==> src/rtl/cnt_pkg.sv <==
// Shared types for the count sequencer: FSM state encoding and default width.
package cnt_pkg;

  localparam int unsigned CNT_WIDTH_DEF = 8;

  typedef enum logic [1:0] {
    IDLE  = 2'b00,
    LOAD  = 2'b01,
    COUNT = 2'b10,
    DONE  = 2'b11
  } cnt_state_t;

endpackage

==> src/rtl/cnt_seq_fsm.sv <==
// Next-state and control decode for the count sequencer; state register lives in the top.
module cnt_seq_fsm
  import cnt_pkg::*;
(
  input  cnt_state_t state,
  input  logic       accept,
  input  logic       eq,
  input  logic       pause,
  output cnt_state_t next_state,
  output logic       sel_load,
  output logic       inc_en,
  output logic       start_ready_c,
  output logic       busy_c,
  output logic       done_c
);

  always_comb begin
    next_state = state;
    sel_load   = 1'b0;
    inc_en     = 1'b0;
    case (state)
      IDLE: begin
        if (accept) next_state = LOAD;
      end
      LOAD: begin
        sel_load   = 1'b1;
        next_state = COUNT;
      end
      COUNT: begin
        // A paused cycle freezes both R and the terminal compare.
        if (!pause) begin
          if (eq) next_state = DONE;
          else    inc_en     = 1'b1;
        end
      end
      DONE: begin
        next_state = IDLE;
      end
      default: next_state = IDLE;
    endcase
  end

  // Status decoded from the upcoming state so the top can register it alongside the state.
  assign start_ready_c = (next_state == IDLE);
  assign busy_c        = (next_state != IDLE);
  assign done_c        = (next_state == DONE);

endmodule

==> src/rtl/cnt_seq_ctrl.sv <==
// Count register and control: loads a start value, counts up (mod 2^WIDTH) to a limit, pulses done.
// Optional stall input enabled by defining CNT_PAUSE_EN.
module cnt_seq_ctrl
  import cnt_pkg::*;
#(
  parameter int unsigned WIDTH = CNT_WIDTH_DEF
) (
  input  logic             clk,
  input  logic             rst,
  input  logic             start_valid,
  output logic             start_ready,
  input  logic [WIDTH-1:0] load_val,
  input  logic [WIDTH-1:0] limit,
  output logic [WIDTH-1:0] count_out,
  output logic             busy,
  output logic             done
`ifdef CNT_PAUSE_EN
  ,
  input  logic             pause
`endif
);

  cnt_state_t       state_q;
  cnt_state_t       next_state;
  logic [WIDTH-1:0] load_val_q;
  logic [WIDTH-1:0] limit_q;
  logic [WIDTH-1:0] count_nxt;
  logic             accept;
  logic             eq;
  logic             pause_int;
  logic             sel_load;
  logic             inc_en;
  logic             start_ready_c;
  logic             busy_c;
  logic             done_c;

`ifdef CNT_PAUSE_EN
  assign pause_int = pause;
`else
  assign pause_int = 1'b0;
`endif

  assign accept    = start_valid && start_ready;
  assign eq        = (count_out == limit_q);
  // 2:1 select between the captured load value and the wrapping incrementer.
  assign count_nxt = sel_load ? load_val_q : count_out + WIDTH'(1);

  cnt_seq_fsm u_fsm (
    .state         (state_q),
    .accept        (accept),
    .eq            (eq),
    .pause         (pause_int),
    .next_state    (next_state),
    .sel_load      (sel_load),
    .inc_en        (inc_en),
    .start_ready_c (start_ready_c),
    .busy_c        (busy_c),
    .done_c        (done_c)
  );

  always_ff @(posedge clk) begin
    if (rst) begin
      state_q     <= IDLE;
      load_val_q  <= '0;
      limit_q     <= '0;
      count_out   <= '0;
      start_ready <= 1'b1;
      busy        <= 1'b0;
      done        <= 1'b0;
    end else begin
      state_q     <= next_state;
      start_ready <= start_ready_c;
      busy        <= busy_c;
      done        <= done_c;
      if (accept) begin
        load_val_q <= load_val;
        limit_q    <= limit;
      end
      if (sel_load || inc_en) count_out <= count_nxt;
    end
  end

endmodule

==> config.mk <==
export PLATFORM = sky130hd
export DESIGN_NAME = cnt_seq_ctrl
export DESIGN_NICKNAME = d
export VERILOG_FILES = /design/src/rtl/cnt_pkg.sv /design/src/rtl/cnt_seq_fsm.sv /design/src/rtl/cnt_seq_ctrl.sv
export SDC_FILE = /design/constraint.sdc
export NUM_CORES = 1
export LEC_CHECK = 0
export ABC_AREA = 1
export ABC_CLOCK_PERIOD_IN_PS = 1500
export CAP_MARGIN = 20
export CORE_ASPECT_RATIO = 0.9
export CORE_MARGIN = 2
export CORE_UTILIZATION = 40
export CTS_BUF_LIST = sky130_fd_sc_hd__clkbuf_8
export DETAILED_ROUTE_END_ITERATION = 16
export GPL_ROUTABILITY_DRIVEN = 0
export HOLD_SLACK_MARGIN = 0.06
export PLACE_DENSITY = 0.65
export SLEW_MARGIN = 25
export SYNTH_ARGS = -nofsm -noshare
export SYNTH_HDL_FRONTEND = slang
export SYNTH_SLANG_ARGS = --single-unit
==> constraint.sdc <==
create_clock -name clk -period 1.5 [get_ports clk]
set_input_delay 0.15 -clock clk [delete_from_list [all_inputs] [get_ports clk]]
set_output_delay 0.15 -clock clk [all_outputs]
set_load 0.02 [all_outputs]
==> summary.txt <==
Worst setup path
  • FF-to-FF setup slack: 150 ps
  • Worst setup SP type: flip-flop
  • R2R Path Start: count_out[0]
  • Crit path kind: reg2out
  • Top delay family on crit path: buffers and inverters
  • Crit path DAT: 1250 ps
  • CP Capture Type: output port
  • RR Endpoint: count_out[6]
  • Critical-path maximum fanout: 5
  • Slowest CP cell: clkdlybuf4s50_1
  • Cell Chain, Critical Path: clkdlybuf4s50_1
  • Worst reg2reg path depth: 9
  • Buf/Inv on CP: 1
  • Critical Path Max Stage Delay: 610 ps
  • Critical Path RT: 1350 ps

Pwr
  • Pwr Density: 1370 nW/um^2
  • Switching fraction of total power: 0.364
  • Clk pwr share: 0.224
  • Peak VDD IR: 717 uV
  • Combinational power share: 0.368
  • Int Power: 1.62 mW
  • P_leak: 0.849 nW
  • Sw power: 0.928 mW
  • Seq pwr share: 0.407
  • Total design power: 2.55 mW

Cells and area
  • Layout Utilization: 0.556
  • Design area: 1870 um^2
  • Layout area overhead: 34.4%
  • Fraction of layout cells with a size suffix above 1: 0.111
  • Number of diodes: 0
  • Nets@finish: 265

Clock tree
  • Clk_lat worst skew: 270 ps
  • Post-CTS Setup Bufs: 0
  • CTS tree: done
  • Clk buf depth: 2
  • Root buffer cell: clkbuf_8
  • Clock Sinks: 29
  • CTS Buf Count: 5
  • Clk pin slew, worst setup/hold paths: 60 ps
  • CTS H-tree depth: 2

Yosys
  • Post-Synth Adder-Cell Area: 0.0361
  • Compound-Gate Fraction of Synth Area: 0.126
  • Main combinational cell family by area after synthesis: simple AND/OR/NAND/NOR gates
  • Post-Syn Instances: 202
  • Xor and xnor fraction of the mapped netlist area: 0.0442
  • Sequential share of the synthesized area: 0.418
  • Simple-gate area share of the yosys netlist: 0.298
  • Yosys warnings: 0
  • Mux cell area share after synthesis: 0
  • Syn Nets: 225
  • Cell Area, Synth: 1390 um^2
  • Synth cell types: 16
  • Avg Cell Area, Syn: 6.87 um^2
  • #FFs+latches synth: 29

Place
  • DP HPWL: 2240 um
  • DP Area: 1790 um^2
  • # port buffers: 29

Hold path
  • Hold Startpoint: limit_q[0]
  • Hold path depth: 2
  • HP Class: reg2reg
  • Worst Hold End: limit_q[0]

Floorplanning
  • I/O Pins: 30
  • Die height: 59.9 um
  • Die area: 3960 um^2
  • Row cnt: 20
  • Die width: 66.1 um
  • Initial Util: 0.414
  • Core area: 3350 um^2

Timing
  • WHS: 469 ps
  • Unrepaired setup endpoints after global routing: no
  • Crit path time final: 1400 ps
  • Relative slew margins: 0.842
  • Final period util: 0.931
  • Final setup vio count: 0
  • Clk_skew: 2.43 ps
  • Tightest Pin Transition: 237 ps
  • Max Slew Vio Count: 0
  • Highest Clock Rate: 716 MHz
  • Final Hold Vio Count: 0
  • Setup TNS: 0 ps

GRT
  • Largest net degree at the start of global routing: 14
  • Overflow after GRT: 0
  • Vias in the first global route: 1173
  • Initial antenna violation count: 0
  • Total global-route track usage: 0.178
  • First-pass GRT wire length: 5370 um

Job
  • Total of max-cap violations: 0

Routing
  • Vias per inst: 4.49
  • Total number of vias: 1288
  • Detailed Routing Iterations Pass 1: 4
  • # DRC: 0
  • Initial DRC Count: 58
  • ANT nets after route: 0
  • WL final: 3040 um
  • Avg WL per Cell: 10.6 um

Status
  • Outcome: finished, final reports clean
## per-stage QoR
stage	std cells	setup slack, ps
detailed placement	279	54.5
floorplan	202	76.5
CTS	287	25.8
global placement	279	37.7
global route	287	10.5
finish	287	103
## layer usage
metal | up-vias | share of wire | GRT usage
met5 | - | 0 | 0
met4 | 0 | 0.0053 | 0.0612
met1 | 547 | 0.51 | 0.242
met3 | 2 | 0.047 | 0.0339
met2 | 29 | 0.44 | 0.283
li1 | 710 | - | -
## final cells by class
| class | instances | area (um^2) |
|---|---|---|
| flip-flops and latches | 29 | 588 |
| repair buffers | 40 | 364 |
| multi-input cells | 145 | 699 |
| clock buffers | 5 | 68.8 |
| clock inverters | 3 | 11.3 |
| fillers | 355 | 1490 |
| well taps | 44 | 55.1 |
| inverters | 21 | 78.8 |
## logic make-up after synthesis
kind of cell / count (synthesis)
buffers and inverters: 28
AND/OR/NAND/NOR: 99
flip-flops: 29
adder cells (fa/ha/maj): 4
XOR/XNOR: 7
AO/OA/AOI/OAI: 35
## layout by cell type (no fill, tap or decap), types with 2 or more instances in the layout
cell type,n
nand2_4,2
clkdlybuf4s50_1,22
inv_1,24
a21oi_1,13
dfxtp_2,6
clkbuf_8,5
nand3_1,12
ha_1,4
buf_4,11
xnor2_1,4
dlygate4sd2_1,7
o21ai_0,22
xor2_1,3
nand2_1,54
dfxtp_1,23
nor2_1,28
## Yosys cell counts
cell       n  area [um^2]
inv_1     21         78.8
nand3_1   12         60.1
nor2_2     1         6.26
ha_1       4         50.1
nand2_2    1         6.26
nand2_1   54          203
nand2_4    2         22.5
xnor2_1    4         35.0
buf_2      2         10.0
o21ai_0   22          110
a21oi_1   13         65.1
clkbuf_1   5         18.8
dfxtp_1   29          581
nand3_2    1         10.0
xor2_1     3         26.3
nor2_1    28          105
## flip-flops by register name, summed over array words and instances (netlist names)
name / count
state_q: 2
count_out: 8
busy: 1
done: 1
limit_q: 8
start_ready: 1
load_val_q: 8
## worst max-delay path by stage
stage / start / slack, ps / end / cells after the start
CTS: count_out[6] / 30 / count_out[6] / 1
global route: count_out[0] / 10 / count_out[6] / 9
detailed placement: count_out[1] / 50 / count_out[6] / 9
finish: count_out[6] / 100 / count_out[6] / 1
floorplan: count_out[0] / 80 / count_out[6] / 9
global placement: count_out[0] / 40 / count_out[6] / 9
## power groups by stage
stage | clock [mW] | combinational (mW) | sequential, mW
finish | 0.572 | 0.940 | 1.04
global route | 0.629 | 1.08 | 1.06
global placement | 0 | 0.948 | 1.05
CTS | 0.599 | 0.946 | 1.04
detailed placement | 0 | 0.950 | 1.05
floorplan | 0 | 0.565 | 1.09
## tightest hold or removal path: cells and delay by family (launching register included)
family                 cells  cell delay (ps)
AOI/OAI and AO/OA          1               50
buffers and inverters      1               60
DFF                        1              310
## timing repair
item	in CTS	in global routing
hold buffers	0	0
endpoints found under the setup margin	7	6
gates resized for setup	7	6
No activity file was read; power rests on OpenSTA's default activity.
